File: src/rtl/cam_update.sv
`default_nettype none
// ============================================================================
//  Module      : cam_update
//  Description : Update engine for a small content-addressable table.
//                Accepts one INSERT / DELETE / CLEAR / NOP request at a time.
//                INSERT and DELETE scan every entry, one per cycle, to find
//                the lowest valid match and the lowest free slot, then apply
//                the result in a single COMMIT cycle. Each request finishes
//                with a one-cycle response pulse.
//  Revision    : 1.0  initial release
// ----------------------------------------------------------------------------
//  Ports
//    clk            sole clock, rising edge
//    rst_n          synchronous active-low reset
//    i_req_valid    request present
//    o_req_ready    request can be accepted (IDLE only)
//    i_req_op       00 NOP, 01 INSERT, 10 DELETE, 11 CLEAR
//    i_req_key      key to insert or delete
//    o_rsp_valid    one-cycle response pulse
//    o_rsp_status   00 OK, 01 DUPLICATE, 10 FULL, 11 NOT_FOUND (held)
//    o_rsp_addr     entry index affected or matched (held)
//    o_entry_valid  per-entry valid bits
//    o_entry_count  number of valid entries
//    i_rd_addr      lookup-side read index
//    o_rd_data      stored key at i_rd_addr (combinational, valid or not)
// ============================================================================
module cam_update #(
    parameter int DEPTH = 8,
    parameter int WIDTH = 16,
    localparam int AW   = $clog2(DEPTH),
    localparam int CW   = $clog2(DEPTH + 1)
) (
    input  logic             clk,
    input  logic             rst_n,
    input  logic             i_req_valid,
    output logic             o_req_ready,
    input  logic [1:0]       i_req_op,
    input  logic [WIDTH-1:0] i_req_key,
    output logic             o_rsp_valid,
    output logic [1:0]       o_rsp_status,
    output logic [AW-1:0]    o_rsp_addr,
    output logic [DEPTH-1:0] o_entry_valid,
    output logic [CW-1:0]    o_entry_count,
    input  logic [AW-1:0]    i_rd_addr,
    output logic [WIDTH-1:0] o_rd_data
);

    localparam logic [1:0] c_OP_NOP    = 2'b00;
    localparam logic [1:0] c_OP_INSERT = 2'b01;
    localparam logic [1:0] c_OP_DELETE = 2'b10;
    localparam logic [1:0] c_OP_CLEAR  = 2'b11;

    localparam logic [1:0] c_ST_OK        = 2'b00;
    localparam logic [1:0] c_ST_DUPLICATE = 2'b01;
    localparam logic [1:0] c_ST_FULL      = 2'b10;
    localparam logic [1:0] c_ST_NOT_FOUND = 2'b11;

    localparam logic [AW-1:0] c_LAST_IDX = AW'(DEPTH - 1);

    typedef enum logic [2:0] {
        S_IDLE   = 3'd0,
        S_SCAN   = 3'd1,
        S_COMMIT = 3'd2,
        S_CLEAR  = 3'd3,
        S_RESP   = 3'd4
    } state_t;

    state_t             r_state;
    state_t             w_next;

    logic [WIDTH-1:0]   r_mem [DEPTH];
    logic [DEPTH-1:0]   r_valid;
    logic [CW-1:0]      r_count;

    logic [1:0]         r_op;
    logic [WIDTH-1:0]   r_key;
    logic [AW-1:0]      r_idx;
    logic               r_match_found;
    logic [AW-1:0]      r_match_idx;
    logic               r_free_found;
    logic [AW-1:0]      r_free_idx;

    logic [1:0]         r_rsp_status;
    logic [AW-1:0]      r_rsp_addr;

    logic               w_accept;
    logic               w_hit;

    assign w_accept = i_req_valid && (r_state == S_IDLE);
    // Invalid entries never match, whatever stale data they still hold.
    assign w_hit    = r_valid[r_idx] && (r_mem[r_idx] == r_key);

    // ------------------------------------------------------------------
    // State register
    // ------------------------------------------------------------------
    always_ff @(posedge clk) begin
        if (!rst_n) begin
            r_state <= S_IDLE;
        end else begin
            r_state <= w_next;
        end
    end

    // ------------------------------------------------------------------
    // Next-state logic
    // ------------------------------------------------------------------
    always_comb begin
        w_next = r_state;
        case (r_state)
            S_IDLE: begin
                if (w_accept) begin
                    case (i_req_op)
                        c_OP_NOP:   w_next = S_RESP;
                        c_OP_CLEAR: w_next = S_CLEAR;
                        default:    w_next = S_SCAN;
                    endcase
                end
            end
            S_SCAN: begin
                if (r_idx == c_LAST_IDX) begin
                    w_next = S_COMMIT;
                end
            end
            S_COMMIT: w_next = S_RESP;
            S_CLEAR:  w_next = S_RESP;
            S_RESP:   w_next = S_IDLE;
            default:  w_next = S_IDLE;
        endcase
    end

    // ------------------------------------------------------------------
    // Datapath: request latch, scan bookkeeping, table and response
    // ------------------------------------------------------------------
    always_ff @(posedge clk) begin
        if (!rst_n) begin
            for (int i = 0; i < DEPTH; i++) begin
                r_mem[i] <= '0;
            end
            r_valid       <= '0;
            r_count       <= '0;
            r_op          <= c_OP_NOP;
            r_key         <= '0;
            r_idx         <= '0;
            r_match_found <= 1'b0;
            r_match_idx   <= '0;
            r_free_found  <= 1'b0;
            r_free_idx    <= '0;
            r_rsp_status  <= c_ST_OK;
            r_rsp_addr    <= '0;
        end else begin
            case (r_state)
                S_IDLE: begin
                    if (w_accept) begin
                        r_op          <= i_req_op;
                        r_key         <= i_req_key;
                        r_idx         <= '0;
                        r_match_found <= 1'b0;
                        r_match_idx   <= '0;
                        r_free_found  <= 1'b0;
                        r_free_idx    <= '0;
                        // NOP goes straight to RESP, so its result is set now.
                        if (i_req_op == c_OP_NOP) begin
                            r_rsp_status <= c_ST_OK;
                            r_rsp_addr   <= '0;
                        end
                    end
                end
                S_SCAN: begin
                    // Only the first hit / first hole is kept: lowest index wins.
                    if (w_hit && !r_match_found) begin
                        r_match_found <= 1'b1;
                        r_match_idx   <= r_idx;
                    end
                    if (!r_valid[r_idx] && !r_free_found) begin
                        r_free_found <= 1'b1;
                        r_free_idx   <= r_idx;
                    end
                    r_idx <= r_idx + 1'b1;
                end
                S_COMMIT: begin
                    if (r_op == c_OP_INSERT) begin
                        if (r_match_found) begin
                            r_rsp_status <= c_ST_DUPLICATE;
                            r_rsp_addr   <= r_match_idx;
                        end else if (r_free_found) begin
                            r_mem[r_free_idx]   <= r_key;
                            r_valid[r_free_idx] <= 1'b1;
                            r_count             <= r_count + CW'(1);
                            r_rsp_status        <= c_ST_OK;
                            r_rsp_addr          <= r_free_idx;
                        end else begin
                            r_rsp_status <= c_ST_FULL;
                            r_rsp_addr   <= '0;
                        end
                    end else begin
                        // DELETE keeps the stored key; only the valid bit drops.
                        if (r_match_found) begin
                            r_valid[r_match_idx] <= 1'b0;
                            r_count              <= r_count - CW'(1);
                            r_rsp_status         <= c_ST_OK;
                            r_rsp_addr           <= r_match_idx;
                        end else begin
                            r_rsp_status <= c_ST_NOT_FOUND;
                            r_rsp_addr   <= '0;
                        end
                    end
                end
                S_CLEAR: begin
                    r_valid      <= '0;
                    r_count      <= '0;
                    r_rsp_status <= c_ST_OK;
                    r_rsp_addr   <= '0;
                end
                default: begin
                end
            endcase
        end
    end

    assign o_req_ready   = (r_state == S_IDLE);
    assign o_rsp_valid   = (r_state == S_RESP);
    assign o_rsp_status  = r_rsp_status;
    assign o_rsp_addr    = r_rsp_addr;
    assign o_entry_valid = r_valid;
    assign o_entry_count = r_count;
    assign o_rd_data     = r_mem[i_rd_addr];

endmodule
`default_nettype wire

File: config.mk
export PLATFORM = sky130hd
export DESIGN_NAME = cam_update
export DESIGN_NICKNAME = d
export VERILOG_FILES = /design/src/rtl/cam_update.sv
export SDC_FILE = /design/constraint.sdc
export NUM_CORES = 1
export LEC_CHECK = 0
export CORE_ASPECT_RATIO = 0.75
export CORE_MARGIN = 10
export CORE_UTILIZATION = 45
export CTS_CLUSTER_SIZE = 30
export DETAILED_ROUTE_END_ITERATION = 10
export SKIP_LAST_GASP = 1
export SLEW_MARGIN = 20
export SYNTH_ARGS = -nofsm -noshare
export SYNTH_HDL_FRONTEND = slang
export SYNTH_SLANG_ARGS = --single-unit
File: constraint.sdc
create_clock -name clk -period 3.7 [get_ports clk]
set_clock_uncertainty 0.05 [all_clocks]
set_input_delay 0.925 -clock clk [delete_from_list [all_inputs] [get_ports clk]]
set_output_delay 0.925 -clock clk [all_outputs]
set_load 0.01 [all_outputs]
==> results of run 1 <==
## cell usage in the layout (no fill, tap or decap), drive strengths merged, types with 9 or more instances in the layout
cell	count
a21oi	42
and2	130
buf	35
clkbuf	23
clkdlybuf4s50	56
dfxtp	52
edfxtp	128
mux2	16
mux2i	17
mux4	66
nand2	52
nor2	25
nor3	9
o21ai	12
xnor2	11
## per-layer routing
layer,up-vias,wire (µm)
met5,-,0
met3,28,1620
li1,2678,-
met2,224,11300
met4,0,331
met1,2950,10600
## area by class of cell
type	instances	share of cell area, %
timing repair buffer	93	8.62
inverter	4	0.140
clock buffer	23	5.05
tap	258	3.01
multi-input combinational	453	36.9
sequential	180	45.5
clock inverter	9	0.769
antenna	1	0.0233
## cells in the mapped netlist, types with 11 or more instances
cell type                  number  area share (%)
sky130_fd_sc_hd__o21ai_0       12            0.66
sky130_fd_sc_hd__mux2_2        16             2.0
sky130_fd_sc_hd__mux2i_1       17             1.9
sky130_fd_sc_hd__and2_1       129             8.8
sky130_fd_sc_hd__nand2_1       52             2.1
sky130_fd_sc_hd__xnor2_1       11             1.1
sky130_fd_sc_hd__edfxtp_1     128              42
sky130_fd_sc_hd__nor2_1        25             1.0
sky130_fd_sc_hd__dfxtp_1       52              11
sky130_fd_sc_hd__clkbuf_1      29             1.2
sky130_fd_sc_hd__buf_1         14            0.57
sky130_fd_sc_hd__mux4_2        61              15
sky130_fd_sc_hd__a21oi_1       42             2.3
## through the flow
stage	hold WS (ns)	area (µm²)	instances
global placement	0.391	10100	987
CTS	0.415	10700	1020
floorplan	0.381	9160	694
detailed placement	0.398	10100	987
finish	0.408	10700	1021
global route	0.437	10700	1020
## power groups by stage
stage	combinational (mW)	sequential, mW	clock, mW
2_1_floorplan	0.305	2.28	0
3_3_place_gp	0.431	2.33	0
3_5_place_dp	0.438	2.33	0
4_1_cts	0.445	2.29	1.91
5_1_grt	0.473	2.30	2.00
6_report	0.440	2.29	1.88
## flip-flops by register name, indices dropped and copies added (netlist names), 4 cells and up, named ones only
name / count
o_entry_count: 4
r_mem: 128
o_entry_valid: 8
r_key: 16
## cells by family (layout without fill, tap and decap cells)
family,count (synthesis),in the layout,share of synthesized area [%]
AO/OA/AOI/OAI,76,76,4.76
XOR/XNOR,19,19,1.82
adder cells (fa/ha/maj),7,7,1.04
buffers and inverters,61,129,3.39
flip-flops,180,180,53.3
multiplexers,99,99,20.3
other,0,1,0
AND/OR/NAND/NOR,252,252,15.4
## final timing paths
kind / from / endpoint / cells after the start
worst max register to register: r_op[1]$_SDFFE_PN0P_ / o_entry_valid[3]$_SDFFE_PN0P_ / 9
worst min-delay path: r_op[0]$_SDFFE_PN0P_ / r_op[0]$_SDFFE_PN0P_ / 2
worst min register to register: r_op[0]$_SDFFE_PN0P_ / r_op[0]$_SDFFE_PN0P_ / 2
worst max-delay path: i_rd_addr[1] / o_rd_data[8] / 5
## repair_timing
action	in CTS	in global routing
resized for setup	1	1
pin swaps	0	0
setup endpoints to repair	16	7
cloned	1	0
hold buffers	0	0
## critical path: cells and delay by family
| family | cells | cell delay [ns] |
|---|---|---|
| buffers and inverters | 3 | 1.15 |
| multiplexers | 2 | 0.57 |
==> results, run 1 <==
- Entering global routing, the biggest net connects 30 pins.
- The sequential share of power is 49.7%.
- The worst-case register-to-register setup slack is 0.53 ns.
- In this run the tightest slew margin relative to its limit is 31.4%.
- The die covers 26500 µm².
- In the global route stage, met2 resource usage came out at 29.6%.
- When the netlist entered floorplanning its net count stood at 725.
- The number of enable flip-flop cells after synthesis is 128.
- The overall die height is 144 µm.
- The slowest cell on the critical path is sky130_fd_sc_hd__clkdlybuf4s50_1.
- The tree is rooted in a sky130_fd_sc_hd__clkbuf_16.
- The achievable frequency is 0.275 GHz.
- Counting every instance in the synthesized netlist gives 694.
- The area used by sequential logic in the layout is 4890 µm².
- The largest fanout on the critical path is 12.
- The final count of pins violating max slew was 0.
- Global routing consumed, on the met3 layer, 4.34% of the routing resources.
- During synthesis, Yosys emitted a total of 0 warnings.
- The required time at the worst-slack endpoint is 2.72 ns.
- The minimum clock period after layout is 3.63 ns.
- The proportion of synthesized flip-flops having asynchronous set or reset is 0%.
- The clock network burns 40.8% of the power.
- The final route contains 5880 vias.
- Summed over all failing endpoints, the final setup total negative slack is 0 ns.
- The worst setup path is of the primary input to primary output kind.
- The critical path goes through clkdlybuf4s15_1 > bufbuf_16 > mux4_2 > mux2_2 > clkdlybuf4s50_1.
- Clock tree synthesis inserted a total of 17 buffers.
- For this design the ratio of total power to cell area is 430 nW/µm².
- Timing analysis after detailed placement gives a worst setup slack of -0.0660 ns.
- The initial antenna violation count was 1.
- The total congestion overflow is 0.
- Across the run, the number of max-cap violations was 0.
- The effective utilization at floorplan is 45.6%.
- The unique cell type count in the Yosys netlist is 46.
- The core footprint is 20100 µm².
- After global routing, the most crowded layer is met2.
- The wire length of the first global-routing pass is 37000 µm.
- The via count of the first global-routing pass is 6191.
- Summed over all nets, the switching power comes to 1.07 mW.
- From left edge to right edge, the die measures 185 µm.
- The layout-stage area growth over the synthesis result is 17.3%.
- The logic gate share of total power is 9.5%.
- The number of nets with antenna violations after detailed routing is 0.
- The transition time at the pin with the least slew margin is 1.03 ns.
- For this run, the leading register cell type out of synthesis is sky130_fd_sc_hd__edfxtp_1.
- Each instance of the synthesized netlist takes up on average 13.2 µm².
- The clock net sink count is 180.
- The flow ran to the end, and the final reports show no timing, DRC or antenna violations.
- The total of flip-flops plus latches after synthesis is 180.
- The met1 track demand over resource is 25.5%.
- The type of the tightest min-delay check is flop to flop.
- The hold violation count in the final report came to 0.
- Detailed placement ended at an HPWL of 15600 µm.
- Setup violations remaining at the end of the flow were counted as 0.
- In this run the cell area of the synthesized design comes to 9160 µm².
- The critical path launch point type is a primary input.
- In this run switching power makes up 23.2% of total power.
- Counting the fill cells in the layout gives 1637.
- STA classifies the critical path endpoint as a primary output.
- The final layout contains 780 nets.
- In this run the post-CTS setup repair buffer count came out at 0.
- Across the VDD grid, the largest voltage drop is 0.318 mV.
- The total DRC errors in the routed layout is 0.
- The clock tree buffer depth is 2.
- The level count of the clock H-tree is 4.
- The clock latency on the worst-skew pair is 0.44 ns.
- The count of input and output buffers is 58.
- The post-route total power is 4.61 mW.
- The final worst slack is 0.0697 ns.
- The overall global routing resource usage is 18.9%.
- In the final routed layout, each cell accounts on average for 23.3 µm.
- The violation count after the first detailed-route iteration is 428.
- The final standard cell utilization of the core is 53.4%.
- TritonCTS built the clock tree.
- The share of post-route cells with drive strength above 1 is 19.7%.
- The largest stage delay on the critical path is 0.48 ns.
- The period utilization is 98.1%.
- For the worst setup path, the data arrival time is 2.66 ns.
- The routability congestion estimate is 0.807.
- For this run, the register share of the synthesized area comes to 53.3%.
- For this design the static power due to leakage is 3.77 nW.
- Pin placement for this block handled 59 I/O pins.
- After floorplanning, the core was divided into 45 placement rows.
- Summed over all layers, the routed wires come to 23800 µm.
- The via count normalized by instance count is 5.76.
- The first detailed-routing pass ran for 5 iterations.
- The internal portion of total power is 3.54 mW.
- Summing all multi-input logic gate instances after layout gives 3960 µm².
- Setup repair after global routing left no endpoint under its margin.
- The clock edge transition at the registers on the reported setup and hold paths is 0.07 ns.
Power figures use the tool's default switching activity.
==> run 2: changes to the inputs <==
Settings changed: TNS_END_PERCENT set to 30.
==> results of run 2 <==
Final layout, timing and power as in run 1 (identical DEF).
